File: src/rtl/softreg_axil_bridge.sv
// SoftReg-to-AXI4-Lite master bridge for an HLS s_axi_control slave.
// One ordered request FIFO feeds one AXI-Lite transaction at a time, with sticky status flags.
module softreg_axil_bridge #(
  parameter int ADDR_W     = 32,
  parameter int DATA_W     = 64,
  parameter int LOG_DEPTH  = 2,
  parameter int ADDR_SHIFT = 0,
  parameter int TIMEOUT    = 1024
) (
  input  logic                clk,
  input  logic                rst,
  input  logic                sr_req_valid,
  input  logic                sr_req_iswrite,
  input  logic [31:0]         sr_req_addr,
  input  logic [DATA_W-1:0]   sr_req_data,
  output logic                sr_resp_valid,
  output logic [DATA_W-1:0]   sr_resp_data,
  output logic                m_awvalid,
  input  logic                m_awready,
  output logic [ADDR_W-1:0]   m_awaddr,
  output logic                m_wvalid,
  input  logic                m_wready,
  output logic [DATA_W-1:0]   m_wdata,
  output logic [DATA_W/8-1:0] m_wstrb,
  input  logic                m_bvalid,
  output logic                m_bready,
  input  logic [1:0]          m_bresp,
  output logic                m_arvalid,
  input  logic                m_arready,
  output logic [ADDR_W-1:0]   m_araddr,
  input  logic                m_rvalid,
  output logic                m_rready,
  input  logic [DATA_W-1:0]   m_rdata,
  input  logic [1:0]          m_rresp,
  input  logic                status_clr,
  output logic                status_err,
  output logic                status_timeout,
  output logic                status_overflow,
  output logic [15:0]         drop_cnt,
  output logic                busy
);

  localparam int DEPTH = 1 << LOG_DEPTH;
  localparam int CW    = LOG_DEPTH + 1;
  localparam int EW    = (ADDR_W > 32 ? ADDR_W : 32) + ADDR_SHIFT;
  localparam int TW    = (TIMEOUT < 2) ? 1 : $clog2(TIMEOUT + 1);

  typedef enum logic [2:0] {
    S_IDLE, S_WR, S_WR_B, S_RD_AR, S_RD_R
  } state_t;

  state_t state_q, state_d;

  logic              fifo_w_q [DEPTH];
  logic [31:0]       fifo_a_q [DEPTH];
  logic [DATA_W-1:0] fifo_d_q [DEPTH];

  logic [LOG_DEPTH-1:0] wp_q, wp_d, rp_q, rp_d;
  logic [CW-1:0]        cnt_q, cnt_d;
  logic [ADDR_W-1:0]    addr_q, addr_d;
  logic [DATA_W-1:0]    wdata_q, wdata_d;
  logic                 aw_done_q, aw_done_d;
  logic                 w_done_q, w_done_d;
  logic                 resp_v_q, resp_v_d;
  logic [DATA_W-1:0]    resp_d_q, resp_d_d;
  logic                 err_q, err_d;
  logic                 to_q, to_d;
  logic                 ovf_q, ovf_d;
  logic [15:0]          drop_q, drop_d;
  logic [TW-1:0]        wait_q, wait_d;

  logic pop, push, drop;
  logic aw_fire, w_fire;
  logic err_set, to_set;
  logic [EW-1:0] head_ext;
  logic [15:0]   drop_base;

  assign pop      = (state_q == S_IDLE) && (cnt_q != '0);
  assign push     = sr_req_valid && ((cnt_q != CW'(DEPTH)) || pop);
  assign drop     = sr_req_valid && !push;
  assign aw_fire  = m_awvalid && m_awready;
  assign w_fire   = m_wvalid && m_wready;
  assign head_ext = EW'(fifo_a_q[rp_q]) << ADDR_SHIFT;

  always_ff @(posedge clk or posedge rst) begin
    if (rst) begin
      state_q   <= S_IDLE;
      wp_q      <= '0;
      rp_q      <= '0;
      cnt_q     <= '0;
      addr_q    <= '0;
      wdata_q   <= '0;
      aw_done_q <= 1'b0;
      w_done_q  <= 1'b0;
      resp_v_q  <= 1'b0;
      resp_d_q  <= '0;
      err_q     <= 1'b0;
      to_q      <= 1'b0;
      ovf_q     <= 1'b0;
      drop_q    <= '0;
      wait_q    <= '0;
      for (int i = 0; i < DEPTH; i++) begin
        fifo_w_q[i] <= 1'b0;
        fifo_a_q[i] <= '0;
        fifo_d_q[i] <= '0;
      end
    end else begin
      state_q   <= state_d;
      wp_q      <= wp_d;
      rp_q      <= rp_d;
      cnt_q     <= cnt_d;
      addr_q    <= addr_d;
      wdata_q   <= wdata_d;
      aw_done_q <= aw_done_d;
      w_done_q  <= w_done_d;
      resp_v_q  <= resp_v_d;
      resp_d_q  <= resp_d_d;
      err_q     <= err_d;
      to_q      <= to_d;
      ovf_q     <= ovf_d;
      drop_q    <= drop_d;
      wait_q    <= wait_d;
      if (push) begin
        fifo_w_q[wp_q] <= sr_req_iswrite;
        fifo_a_q[wp_q] <= sr_req_addr;
        fifo_d_q[wp_q] <= sr_req_data;
      end
    end
  end

  always_comb begin
    state_d = state_q;
    unique case (state_q)
      S_IDLE:  if (pop) state_d = fifo_w_q[rp_q] ? S_WR : S_RD_AR;
      S_WR:    if ((aw_done_q || aw_fire) && (w_done_q || w_fire))
                 state_d = S_WR_B;
      S_WR_B:  if (m_bvalid) state_d = S_IDLE;
      S_RD_AR: if (m_arready) state_d = S_RD_R;
      S_RD_R:  if (m_rvalid) state_d = S_IDLE;
      default: state_d = S_IDLE;
    endcase
  end

  always_comb begin
    m_awvalid = (state_q == S_WR) && !aw_done_q;
    m_wvalid  = (state_q == S_WR) && !w_done_q;
    m_wstrb   = m_wvalid ? '1 : '0;
    m_bready  = (state_q == S_WR_B);
    m_arvalid = (state_q == S_RD_AR);
    m_rready  = (state_q == S_RD_R);
    m_awaddr  = addr_q;
    m_araddr  = addr_q;
    m_wdata   = wdata_q;
  end

  always_comb begin
    wp_d  = push ? wp_q + 1'b1 : wp_q;
    rp_d  = pop ? rp_q + 1'b1 : rp_q;
    cnt_d = cnt_q;
    if (push && !pop) cnt_d = cnt_q + 1'b1;
    else if (pop && !push) cnt_d = cnt_q - 1'b1;

    addr_d  = addr_q;
    wdata_d = wdata_q;
    if (pop) begin
      addr_d  = head_ext[ADDR_W-1:0];
      wdata_d = fifo_d_q[rp_q];
    end

    // Handshake flags live only while in WR so the next write starts clean.
    aw_done_d = (state_d == S_WR) && (aw_done_q || aw_fire);
    w_done_d  = (state_d == S_WR) && (w_done_q || w_fire);

    resp_v_d = (state_q == S_RD_R) && m_rvalid;
    resp_d_d = resp_v_d ? m_rdata : resp_d_q;

    wait_d = wait_q;
    if (state_d != state_q) wait_d = '0;
    else if (state_q != S_IDLE && int'(wait_q) < TIMEOUT)
      wait_d = wait_q + TW'(1);

    err_set = ((state_q == S_WR_B) && m_bvalid && (m_bresp != 2'b00)) ||
              ((state_q == S_RD_R) && m_rvalid && (m_rresp != 2'b00));
    to_set  = (TIMEOUT != 0) && (state_q != S_IDLE) &&
              (state_d == state_q) && (int'(wait_q) == TIMEOUT - 1);

    err_d = (status_clr ? 1'b0 : err_q) || err_set;
    to_d  = (status_clr ? 1'b0 : to_q) || to_set;
    ovf_d = (status_clr ? 1'b0 : ovf_q) || drop;

    drop_base = status_clr ? 16'h0 : drop_q;
    drop_d    = (drop && drop_base != 16'hFFFF) ? drop_base + 16'h1 : drop_base;
  end

  assign sr_resp_valid   = resp_v_q;
  assign sr_resp_data    = resp_d_q;
  assign status_err      = err_q;
  assign status_timeout  = to_q;
  assign status_overflow = ovf_q;
  assign drop_cnt        = drop_q;
  assign busy            = (cnt_q != '0) || (state_q != S_IDLE);

endmodule

File: config.mk
export PLATFORM = sky130hd
export DESIGN_NAME = softreg_axil_bridge
export DESIGN_NICKNAME = d
export VERILOG_FILES = /design/src/rtl/softreg_axil_bridge.sv
export SDC_FILE = /design/constraint.sdc
export NUM_CORES = 1
export LEC_CHECK = 0
export BUFFER_PORTS_ARGS = -buffer_cell sky130_fd_sc_hd__buf_2
export CORE_ASPECT_RATIO = 2
export CORE_UTILIZATION = 55
export DETAILED_ROUTE_END_ITERATION = 16
export PLACE_DENSITY = 0.82
export SLEW_MARGIN = 30
export SYNTH_ARGS = -nofsm -noshare
export SYNTH_HDL_FRONTEND = slang
export SYNTH_SLANG_ARGS = --single-unit
File: constraint.sdc
create_clock -name clk -period 41.9 [get_ports clk]
set_input_delay 6.285 -clock clk [delete_from_list [all_inputs] [get_ports clk]]
set_output_delay 6.285 -clock clk [all_outputs]
set_load 0.02 [all_outputs]
# Word-level counts from Yosys, hierarchy flattened
# Index checks and enable logic that the tools add are counted.
# word_totals
regBits,591
# classes
add_sub_neg,6
magnitude_cmp,4
n_eq_ne,10
n_mux,35
bitwise,2
n_reduce_logical,40
# ops
operator,count
256-bit bitwise mux,1
64-bit 2-to-1 mux,3
64-bit binary-select mux with 2-bit select,1
128-bit bitwise mux,1
64-bit demux with 2-bit select,1
32-bit 2-to-1 mux,3
32-bit binary-select mux with 2-bit select,1
32-bit demux with 2-bit select,1
16-bit 2-to-1 mux,2
11-bit 2-to-1 mux,2
1-bit logical AND,21
3-bit 2-to-1 mux,7
"16-bit by 1-bit adder with 16-bit output, second input constant",1
"16-bit != test, second input constant",1
3-bit case mux with 5 select lines,1
"11-bit by 1-bit adder with 11-bit output, second input constant",1
"11-bit equality test, second input constant",1
"11-bit < comparator, second input constant",1
1-bit logical OR,8
8-bit 2-to-1 mux,1
2-bit nonzero test,4
"3-bit by 1-bit equality test with 1-bit output, second input constant",2
"3-bit by 2-bit equality test with 1-bit output, second input constant",2
"3-bit >= comparator, second input constant",2
17 further kinds,28

# Logic depth before layout (Yosys ltp)
# Gate-level depths: netlist of the first run.
# depth
ltp_word,11
mapped_depth,12
ltp_nobuf,9

# Least setup slack after synthesis of the first run
# Ideal clock, no wire load.
# synth_path
path_type,register to output
startpoint,register state_q[0]
endpoint,output port m_wstrb[0]
arrival_time_ns,1.889
required_ns,35.615
path_slack_ns,33.726
path_stages_with_launch,5
cell_sequence,dfrtp_1 > clkbuf_1 > or3b_2 > nor2_1 > buf_4
# synth_between
elab_chain_len,3
# synth_lines
element,line,rtl
start: declaration,52,"state_t state_q, state_d;"
start signal: assignment,108,state_q <= state_d;
3-bit by 1-bit equality test with 1-bit output,146,m_wvalid = (state_q == S_WR) && !w_done_q;
1-bit logical AND,146,
via m_wvalid,21,"output logic m_wvalid,"
8-bit 2-to-1 mux,147,m_wstrb = m_wvalid ? '1 : '0;
end: declaration,24,"output logic [DATA_W/8-1:0] m_wstrb,"
# The timed path passes the listed nets, and every way through them passes these cells.

# Worst setup path in the final report of the first run
# layout_path
startpoint,register state_q[0]
endpoint,output port m_wstrb[3]
# layout_between
elab_chain_len,3
# layout_lines
element,line
3-bit by 1-bit equality test with 1-bit output,146
1-bit logical AND,146
8-bit 2-to-1 mux,147
# Every way passes these cells.

==> results of run 1 <==
-- registers in the layout (all words and copies together), names as in the netlist, 2 cells and up --
signal / flops
cnt_q: 3
drop_cnt: 16
fifo_a_q: 128
fifo_d_q: 256
fifo_w_q: 4
m_araddr: 32
m_wdata: 64
rp_q: 2
sr_resp_data: 64
state_q: 3
wait_q: 11
wp_q: 2
-- synth_stat cells (2+ instances only) --
| cell | count |
|---|---|
| and4_1 | 3 |
| mux2_4 | 120 |
| nand2b_1 | 5 |
| nor4b_1 | 2 |
| buf_4 | 40 |
| nor2_1 | 17 |
| o221ai_1 | 2 |
| mux2i_1 | 2 |
| dfrtp_1 | 591 |
| o21ai_0 | 6 |
| mux2_2 | 340 |
| clkbuf_1 | 42 |
| xnor2_1 | 12 |
| nand2_4 | 4 |
| xor2_1 | 7 |
| or3b_2 | 2 |
| a2111oi_0 | 2 |
| or3_1 | 4 |
| nand3_1 | 12 |
| inv_1 | 11 |
| buf_6 | 16 |
| nand2_1 | 298 |
| buf_2 | 34 |
| mux4_2 | 97 |
| nor3b_1 | 4 |
| nor2b_1 | 10 |
| a21oi_1 | 8 |
| nand4_1 | 8 |
| ha_1 | 7 |
| and2_1 | 3 |
| nor3_1 | 17 |
| and4b_1 | 2 |
| nand3b_1 | 2 |
| or4_1 | 2 |
| a211oi_1 | 9 |
| buf_1 | 9 |
-- worst paths after layout --
check | endpoint | cells after the start | slack, ns
max in group asynchronous | drop_cnt[15] | 6 | 33.92
worst min register to register | m_wdata[10] | 2 | 0.47
worst max-delay path | m_wstrb[3] | 3 | 33.37
worst min-delay path | m_wdata[10] | 2 | 0.47
worst max register to register | status_timeout | 7 | 38.05
min in group asynchronous | fifo_d_q[254] | 2 | 5.83
-- metal layers --
layer	track usage	routed length, µm	vias up
li1	-	-	6853
met1	0.279	21300	7953
met2	0.447	31300	423
met3	0.0451	2950	92
met4	0.101	1790	10
met5	0	63	-
-- worst max-delay path: cells and delay by family (launching register included) --
family / cells / cell delay (ns)
flip-flops: 1 / 0.53
buffers and inverters: 1 / 0.25
AND/OR/NAND/NOR: 2 / 0.89
-- kinds of logic after synthesis --
| group | Yosys count | share of synthesized area |
|---|---|---|
| mux | 559 | 0.304 |
| buf+inv | 153 | 0.0344 |
| flops | 591 | 0.573 |
| xor+xnor | 19 | 0.00645 |
| simple gates | 399 | 0.0673 |
| fa+ha+maj | 8 | 0.00417 |
| compound gates | 38 | 0.0106 |
-- layout make-up --
cell class / count / area (µm²) / area share
Tap cell: 621 / 777 / 0.0261
Timing Repair Buffer: 420 / 2270 / 0.0764
Sequential cell: 591 / 14800 / 0.497
Inverter: 12 / 55.1 / 0.00185
Clock buffer: 69 / 1450 / 0.0488
Antenna cell: 12 / 30.0 / 0.00101
Multi-Input combinational cell: 1023 / 10200 / 0.341
Clock inverter: 18 / 216 / 0.00727
-- stage by stage --
step                      setup WS [ns]  instances
final                             33.37       2766
after floorplan                   19.08       1767
after global routing              33.25       2765
after detailed placement          32.95       2666
after global placement            33.04       2661
after CTS                         33.33       2753
-- report_power, final --
group | leakage [µW] | switching [µW] | internal (µW)
combinational | 0.00633 | 503 | 533
sequential | 0.00719 | 171 | 849
clock | 0.000837 | 207 | 267
-- cells in the final DEF (no fill, tap or decap), types with 3 or more instances in the layout --
master	count
clkbuf_16	49
nor3b_1	4
ha_1	7
buf_6	4
a21oi_1	8
dfrtp_1	589
xor2_1	7
clkbuf_8	15
and4_1	3
o21ai_0	6
nor3_1	17
mux4_2	97
nand3_1	12
clkbuf_1	5
inv_6	3
nand2b_1	5
buf_4	11
nor2b_1	10
clkinv_2	10
nand2_1	298
nor2_1	16
inv_1	10
nand2_8	4
a211oi_1	9
xnor2_1	12
or3_1	4
buf_2	399
diode_2	12
nand4_1	8
bufinv_16	4
mux2_4	120
mux2_2	340
buf_16	4
==> results.md, run 1 <==
* Post-CTS Hold Fix Bufs at 0
* Worst-path cell chain: or3b_2 > nor2_1 > buf_2
* Post-CTS resize count at 0
* Slew at the pin closest to its max-slew limit at 0.931 ns
* Area Overhead vs Synth at 15.4%
* First-pass GRT wire length at around 91000 µm
* Row Count at roughly 110
* Status: finished clean
* Hpwl dp at 36300 µm
* Mean post-synth cell area at between 10 and 15 µm²
* Final setup vio count at 0
* H-tree lvl count at 2
* Synth area leaders: dfrtp_1 (57%), mux2_2 (15%), mux4_2 (8.5%), mux2_4 (7.0%), nand2_1 (4.3%)
* Clock Skew at about 0.016 ns
* Die ar. at ~48000 µm²
* Largest net degree at the start of global routing at about 120
* # clock sinks at 591
* Final Power at between 2000 and 3000 µW
* Synth Register Bits at slightly below 600
* Post-synthesis cell count at between 1500 and 2000
* Hold crit path type: flip-flop to flip-flop
* Routability cong. at between 0.7 and 0.8
* IO Port Bufs at ~400
* Layout cells sized above 1 at 0.503
* Critical path origin: state_q[0]
* Crit path launch type: flip-flop
* Final WL at around 57000 µm
* Worst Path Arrival at between 2 and 2.5 ns
* Via count at approximately 15000
* FMAX at approximately 0.12 GHz
* PD cells at around 85 nW/µm²
* TNS Setup at 0 ns
* Seq/Total Area, Yosys at 0.573
* Slew Viols, Final at 0
* Fill cells at around 3400
* Vias per inst at about 5.5
* Max-Cap Viols at 0
* Period Utilization, post-route at 0.204
* I/O pin count at 400
* Post-synth EDFFs at 0
* VDD IR max at 0.0554 mV
* GRT overflow at 0
* Yosys top cell area share at 0.573
* CTS clk-pin slew, worst paths at about 0.060 ns
* Post-CTS setup buffer count at 0
* Distinct cells, synth at 53
* RSZ-0062 raised after global routing: false
* FF-to-FF Start: cnt_q[0]
* Main synth FF type: dfrtp_1
* Clock Latency Late Sink at ~0.58 ns
* Net Count, Synth at 1949
* Area leader, netlist: dfrtp_1
* Starting Density at 0.559
* Total GRT Usage at 0.245
* Num CTS Buffers at 49
* CP peak stage delay at approximately 0.53 ns
* DR DRC count at 0
* Area post-placement at 28000 µm²
* Final instance area at slightly below 30000 µm²
* Worst-case clock buffer depth at 3
* Synthesized cell area at ~26000 µm²
* Leakage power at ~0.014 µW
* Async set or reset register ratio after synthesis at 1.00
* CP required at approximately 36 ns
* Root buf cell: clkbuf_16
* CTS tree: yes
* Launch point of the worst hold path: m_wdata[10]
* Slew HR at 0.380
* Worst Path Max Fanout at 12
* Core region area at 46100 µm²
* Routed Antenna Nets at 0
* Hold slack at around 0.47 ns
* Critical path capture point type: output pin
* WL per Instance at approximately 21 µm
* Die width at around 160 µm
* Chip height at 308 µm
* Number of antenna violations at the first check in global routing at 16
* CP Class: flip-flop to output pin
* Yosys warnings at 0
* Fin util at 0.645
* Critical path's slowest cell: dfrtp_1
* Count of nets after finishing at between 2000 and 2500
* Pre-Repair DR Iteration Count at 5
* Initial drt markers at just over 700
* Vias in the first global route at between 15000 and 20000
* Final hold vios at 0
* Minimum clock period at about 8.5 ns
No activity file was read; power rests on OpenSTA's default activity.
==> run 2: changes to the inputs <==
CORE_UTILIZATION = 52   (was 55)
PLACE_DENSITY = 0.81   (was 0.82)
clock period = 7.3 ns   (was 41.9 ns; I/O delays follow)
==> run 2 against run 1 <==
Net effect: core utilization decreased by 3.5 points; sequential cell count unchanged; first-iteration DRC count decreased by 9.9%; sequential share of layout area decreased by 0.31 points; total power increased to 5.8 times the previous value; clock-buffer cell count increased by 1; critical path depth unchanged; register-to-register slack got worse by 34 ns.
==> results.md, run 2 (synthesis results as in run 1) <==
* Critical path origin: state_q[0] (unchanged)
* R2R Path End: m_wdata[61] (was status_timeout)
* VDD IR max at 0.320 mV (was 0.0554 mV)
* Die width at 159 µm (was 155 µm)
* Count of nets after finishing at 2281 (was 2279)
* Post-CTS setup buffer count at 0 (unchanged)
* Crit path launch type: flip-flop (unchanged)
* Pre-Repair DR Iteration Count at 5 (unchanged)
* Layout cells sized above 1 at 0.504 (was 0.503)
* Routability cong. at 0.791 (was 0.792)
* RSZ-0062 raised after global routing: false (unchanged)
* Hpwl dp at 36700 µm (was 36300 µm)
* CTS tree: yes (unchanged)
* Footprint of the multi-input gates at 10200 µm² (unchanged)
* Final setup vio count at 0 (unchanged)
* Final WL at 58000 µm (was 57300 µm)
* Worst-path cell chain: or3b_2 > nor2_1 > buf_2 (unchanged)
* Fill cells at 3722 (was 3355)
* Core region area at 49100 µm² (was 46100 µm²)
* WL per Instance at 20.8 µm (was 20.7 µm)
* Root buf cell: clkbuf_16 (unchanged)
* Worst Path Arrival at 2.27 ns (was 2.25 ns)
* Critical path capture point type: output pin (unchanged)
* Routed met3 length at 2470 µm (was 2950 µm)
* Register with the most flip-flops: fifo_d_q (unchanged)
* Total GRT Usage at 0.232 (was 0.245)
* First-pass GRT wire length at 91900 µm (was 91100 µm)
* Final hold vios at 0 (unchanged)
* Slew at the pin closest to its max-slew limit at 0.923 ns (was 0.931 ns)
* Max layer used: met5 (unchanged)
* GRT overflow at 0 (unchanged)
* Setup crit end: m_wstrb[2] (was m_wstrb[3])
* Area Overhead vs Synth at 16.1% (was 15.4%)
* Starting Density at 0.526 (was 0.559)
* # clock sinks at 591 (unchanged)
* Num CTS Buffers at 51 (was 49)
* Die ar. at 50600 µm² (was 47800 µm²)
* Final instance area at 29900 µm² (was 29800 µm²)
* Clock Latency Late Sink at 0.59 ns (was 0.58 ns)
* Chip height at 317 µm (was 308 µm)
* TNS Setup at 0 ns (unchanged)
* Worst R2R Setup Slack at 4.09 ns (was 38.05 ns)
* FF-to-FF Start: rp_q[0] (was cnt_q[0])
* Status: finished clean (unchanged)
* Post-CTS resize count at 0 (unchanged)
* Worst-case clock buffer depth at 3 (unchanged)
* Number of antenna violations at the first check in global routing at 14 (was 16)
* Max reg flops at 256 (unchanged)
* Initial drt markers at 645 (was 716)
* Largest net degree at the start of global routing at 188 (was 124)
* Routed Antenna Nets at 0 (unchanged)
* CP Class: flip-flop to output pin (unchanged)
* Post-Route M1 WL at 22200 µm (was 21300 µm)
* Leakage power at 0.0144 µW (about the same)
* Hold crit path type: flip-flop to flip-flop (unchanged)
* Commonest non-fill, non-tap cell in the layout: dfrtp_1 (unchanged)
* I/O pin count at 400 (unchanged)
* Critical path's slowest cell: or3b_2 (was dfrtp_1)
* PD cells at 493 nW/µm² (was 85.0 nW/µm²)
* Vias per inst at 5.54 (about the same)
* FMAX at 0.297 GHz
* Met2 Wirelength at 31300 µm (about the same)
* Vias in the first global route at 16900 (was 16600)
* Post-CTS Hold Fix Bufs at 0 (unchanged)
* Slew Viols, Final at 0 (unchanged)
* IO Port Bufs at 399 (unchanged)
* H-tree lvl count at 2 (unchanged)
* CP required at 6.20 ns (was 35.62 ns)
* Largest registers: fifo_d_q: 256 flops, fifo_a_q: 128 flops (unchanged)
* Slew HR at 0.382 (was 0.380)
* Minimum clock period at roughly 3.4 ns
* DR DRC count at 0 (unchanged)
* Register area at 14800 µm² (unchanged)
* Worst Path Max Fanout at 12 (unchanged)
* CTS clk-pin slew, worst paths at 0.07 ns (was 0.06 ns)
* Row Count at 115 (was 111)
* Via count at 15500 (was 15300)
* Most frequent cells in the layout: dfrtp_1 (589), buf_2 (399), mux2_2 (340) (unchanged)
* Max-Cap Viols at 0 (unchanged)
* Period Utilization, post-route at 0.461
* Area post-placement at 28100 µm² (was 28000 µm²)
* R2R depth at 5 (was 7)
* CP peak stage delay at 0.54 ns (was 0.53 ns)
* Clock Skew at 0.0192 ns (was 0.0164 ns)
## run 2: changes by cell type in the layout (fill, tap and decap cells not counted), sizes merged
cell	change
clkinvlp	+2
diode	-1
clkinv	+3
bufinv	+4
clkbuf	+1
inv	-5
## run 2: through the flow
step | utilization | worst slack, ns | power [µW] | hold WS (ns) | instances
5_1_grt | 0.610 | 3.77 | 15600 | 0.488 | 2791
3_3_place_gp | 0.570 | 3.93 | 11600 | 0.453 | 2684
6_report | 0.610 | 3.93 | 14800 | 0.469 | 2792
3_5_place_dp | 0.572 | 3.93 | 11900 | 0.459 | 2688
2_1_floorplan | - | -1.85 | 10300 | 0.474 | 1767
4_1_cts | 0.609 | 3.91 | 14900 | 0.476 | 2780
## run 2: worst max-delay path, delay by kind of cell, from the launching register on
family | cells | cell delay, ns
buffers and inverters | 1 | 0.26
flip-flops | 1 | 0.53
AND/OR/NAND/NOR | 2 | 0.91
## run 2: layer usage
| metal | vias up | GRT usage |
|---|---|---|
| met5 | - | 0 |
| met2 | 438 | 0.422 |
| li1 | 6870 | - |
| met4 | 8 | 0.102 |
| met1 | 8043 | 0.268 |
| met3 | 110 | 0.0367 |
## run 2: cell type report
| type | count | area share |
|---|---|---|
| flip-flops and latches | 591 | 0.494 |
| multi-input cells | 1023 | 0.339 |
| repair buffers | 420 | 0.0764 |
| clock buffers | 70 | 0.0501 |
| well taps | 643 | 0.0269 |
| clock inverters | 22 | 0.0107 |
| inverters | 12 | 0.00171 |
| diodes | 11 | 0.000919 |
## run 2: power breakdown
part | total, µW | switching [µW] | internal, µW
logic | 5950 | 2890 | 3060
clock network | 2930 | 1210 | 1720
registers | 5870 | 997 | 4870
## run 2: worst min path at each step
stage | start | to | slack [ns] | cells after the start
after floorplan | fifo_a_q[56] | fifo_a_q[56] | 0.47 | 1
after global placement | m_wdata[2] | m_wdata[2] | 0.45 | 2
after detailed placement | m_wdata[40] | m_wdata[40] | 0.46 | 2
after CTS | m_wdata[40] | m_wdata[40] | 0.48 | 2
after global routing | m_wdata[22] | m_wdata[22] | 0.49 | 2
final | m_wdata[22] | m_wdata[22] | 0.47 | 2
==> run 3: changes to the inputs <==
CORE_UTILIZATION = 55   (was 52)
PLACE_DENSITY = 0.82   (was 0.81)
clock period = 3.29 ns   (was 7.3 ns; I/O delays follow)
==> run 3 against run 2 <==
Net effect: final area is 0.20% higher; wire length rose by 0.38%; critical path type unchanged; cell count is 0.25% lower; total power rose by 120%; global-route usage grew 2.0 points; core utilization rose by 4.0 points; clock-buffer cell count did not move; sequential share of layout area shrank 0.097 points; sequential power grew 120%; worst hold slack worse by 0.33 ns; die area is 5.4% lower; sequential cell count did not move.
==> results.md, run 3 (synthesis results as in run 1) <==
* Largest registers: fifo_d_q: 256 flops, fifo_a_q: 128 flops (unchanged)
* Die ar. at 47800 µm² (was 50600 µm²)
* Via count at 15600 (was 15500)
* I/O pin count at 400 (unchanged)
* Post-CTS resize count at 0 (unchanged)
* Launch point of the worst hold path: m_rdata[50] (was m_wdata[22])
* Minimum clock period at about 2.8 ns
* IO Port Bufs at 399 (unchanged)
* Layout cells sized above 1 at 0.504 (about the same)
* Count of nets after finishing at 2298 (was 2281)
* Final setup vio count at 0 (unchanged)
* Max-Cap Viols at 0 (unchanged)
* Num CTS Buffers at 51 (unchanged)
* Final WL at 58200 µm (was 58000 µm)
* Vias per inst at 5.59 (was 5.54)
* CP Class: flip-flop to output pin (unchanged)
* CP peak stage delay at 0.54 ns (about the same)
* Critical path capture point type: output pin (unchanged)
* First-pass GRT wire length at 93600 µm (was 91900 µm)
* Worst Path Arrival at 2.28 ns (was 2.27 ns)
* Vias in the first global route at 17200 (was 16900)
* Routability cong. at 0.799 (was 0.791)
* R2R Path End: fifo_d_q[6] (was m_wdata[61])
* RSZ-0062 raised after global routing: false (unchanged)
* Root buf cell: clkbuf_16 (unchanged)
* Routed Antenna Nets at 0 (unchanged)
* WL per Instance at 20.9 µm (was 20.8 µm)
* Final Power at 32600 µW (was 14800 µW)
* Max reg flops at 256 (unchanged)
* Worst Path Max Fanout at 12 (unchanged)
* FMAX at roughly 0.36 GHz
* Total GRT Usage at 0.252 (was 0.232)
* Commonest non-fill, non-tap cell in the layout: dfrtp_1 (unchanged)
* Slew Viols, Final at 0 (unchanged)
* CP required at 2.80 ns (was 6.20 ns)
* Status: finished clean (unchanged)
* FF-to-FF Start: state_q[2] (was rp_q[0])
* Worst-path cell chain: or3b_2 > nor2_1 > buf_2 (unchanged)
* # clock sinks at 591 (unchanged)
* CTS tree: yes (unchanged)
* Post-CTS Hold Fix Bufs at 1 (was 0)
* Final hold vios at 0 (unchanged)
* R2R depth at 6 (was 5)
* Worst-case clock buffer depth at 3 (unchanged)
* Hold depth at 2 (unchanged)
* Post-CTS setup buffer count at 0 (unchanged)
* Period Utilization, post-route at 0.842
* PD cells at 1090 nW/µm² (was 493 nW/µm²)
* Area Overhead vs Synth at 16.3% (was 16.1%)
* Die width at 155 µm (was 159 µm)
* DR DRC count at 0 (unchanged)
* Slew at the pin closest to its max-slew limit at 0.885 ns (was 0.923 ns)
* Worst R2R Setup Slack at 0.67 ns (was 4.09 ns)
* Fill cells at 3320 (was 3722)
* Crit path launch type: flip-flop (unchanged)
* Final instance area at 30000 µm² (was 29900 µm²)
* Fin util at 0.651 (was 0.610)
* Hold endpoint: sr_resp_data[50] (was m_wdata[22])
* VDD IR max at 0.707 mV (was 0.320 mV)
* Initial drt markers at 562 (was 645)
* Crit path max-delay family: simple AND/OR/NAND/NOR gates (unchanged)
* Pre-Repair DR Iteration Count at 4 (was 5)
* Core region area at 46100 µm² (was 49100 µm²)
* Register with the most flip-flops: fifo_d_q (unchanged)
* Leakage power at 0.0144 µW (about the same)
* Bufs and invs on worst path at 1 (unchanged)
* Clock Latency Late Sink at 0.59 ns (about the same)
* Chip height at 308 µm (was 317 µm)
* Clock Skew at 0.0162 ns (was 0.0192 ns)
* Most frequent cells in the layout: dfrtp_1 (589), buf_2 (400), mux2_2 (340) (was dfrtp_1 (589), buf_2 (399), mux2_2 (340))
* H-tree lvl count at 2 (unchanged)
* Critical path's slowest cell: or3b_2 (unchanged)
* Row Count at 111 (was 115)
* Area post-placement at 28300 µm² (was 28100 µm²)
* Hpwl dp at 37500 µm (was 36700 µm)
* Hold crit path type: primary input to flip-flop (was flip-flop to flip-flop)
* Largest net degree at the start of global routing at 126 (was 188)
* GRT overflow at 0 (unchanged)
* CTS clk-pin slew, worst paths at 0.07 ns (about the same)
* Number of antenna violations at the first check in global routing at 15 (was 14)
* Slew HR at 0.410 (was 0.382)
* Starting Density at 0.559 (was 0.526)
==> run 3: cell types whose count changed in the layout (fill, tap and decap cells not counted), moves of 3 or more <==
cell | previous run | this run
clkbuf_1 | 6 | 13
clkinv_2 | 11 | 4
buf_16 | 5 | 0
clkbuf_8 | 11 | 6
inv_6 | 0 | 3
buf_4 | 12 | 19
clkinvlp_4 | 2 | 8
buf_12 | 2 | 17
==> run 3: area by class of cell <==
class / count / area (µm²) / area share
timing repair buffer: 437 / 2490 / 0.0831
tap: 621 / 777 / 0.0259
inverter: 12 / 51.3 / 0.00171
clock buffer: 70 / 1410 / 0.0469
sequential: 591 / 14800 / 0.493
multi-input combinational: 1023 / 10200 / 0.339
antenna: 9 / 22.5 / 0.000751
clock inverter: 22 / 297 / 0.00988
==> run 3: power breakdown <==
group	switching [µW]	leakage, µW	internal (µW)
clock	2700	0.000810	3480
sequential	1970	0.00719	10800
combinational	6700	0.00644	6910
==> run 3: worst max path at each step <==
stage | from | to | depth (start not counted)
floorplan | rst | aw_done_q | 1
global placement | state_q[2] | cnt_q[2] | 9
detailed placement | cnt_q[0] | status_timeout | 6
CTS | state_q[0] | m_wstrb[1] | 3
global route | state_q[0] | m_wstrb[2] | 3
finish | state_q[0] | m_wstrb[1] | 3
==> run 3: per-layer routing <==
| metal | track usage | part of all wire |
|---|---|---|
| met2 | 0.457 | 0.54 |
| met3 | 0.0466 | 0.050 |
| met1 | 0.285 | 0.37 |
| met5 | 0 | 0.0017 |
| met4 | 0.113 | 0.038 |
==> run 3: per-stage QoR <==
step / hold WS (ns) / TNS (ns) / setup slack [ns] / cells
6_report: 0.139 / 0 / 0.521 / 2785
5_1_grt: 0.116 / 0 / 0.350 / 2784
4_1_cts: 0.105 / 0 / 0.500 / 2775
3_5_place_dp: 0.411 / 0 / 0.679 / 2682
3_3_place_gp: 0.415 / 0 / 0.708 / 2682
2_1_floorplan: 0.474 / -3109.16 / -5.26 / 1767
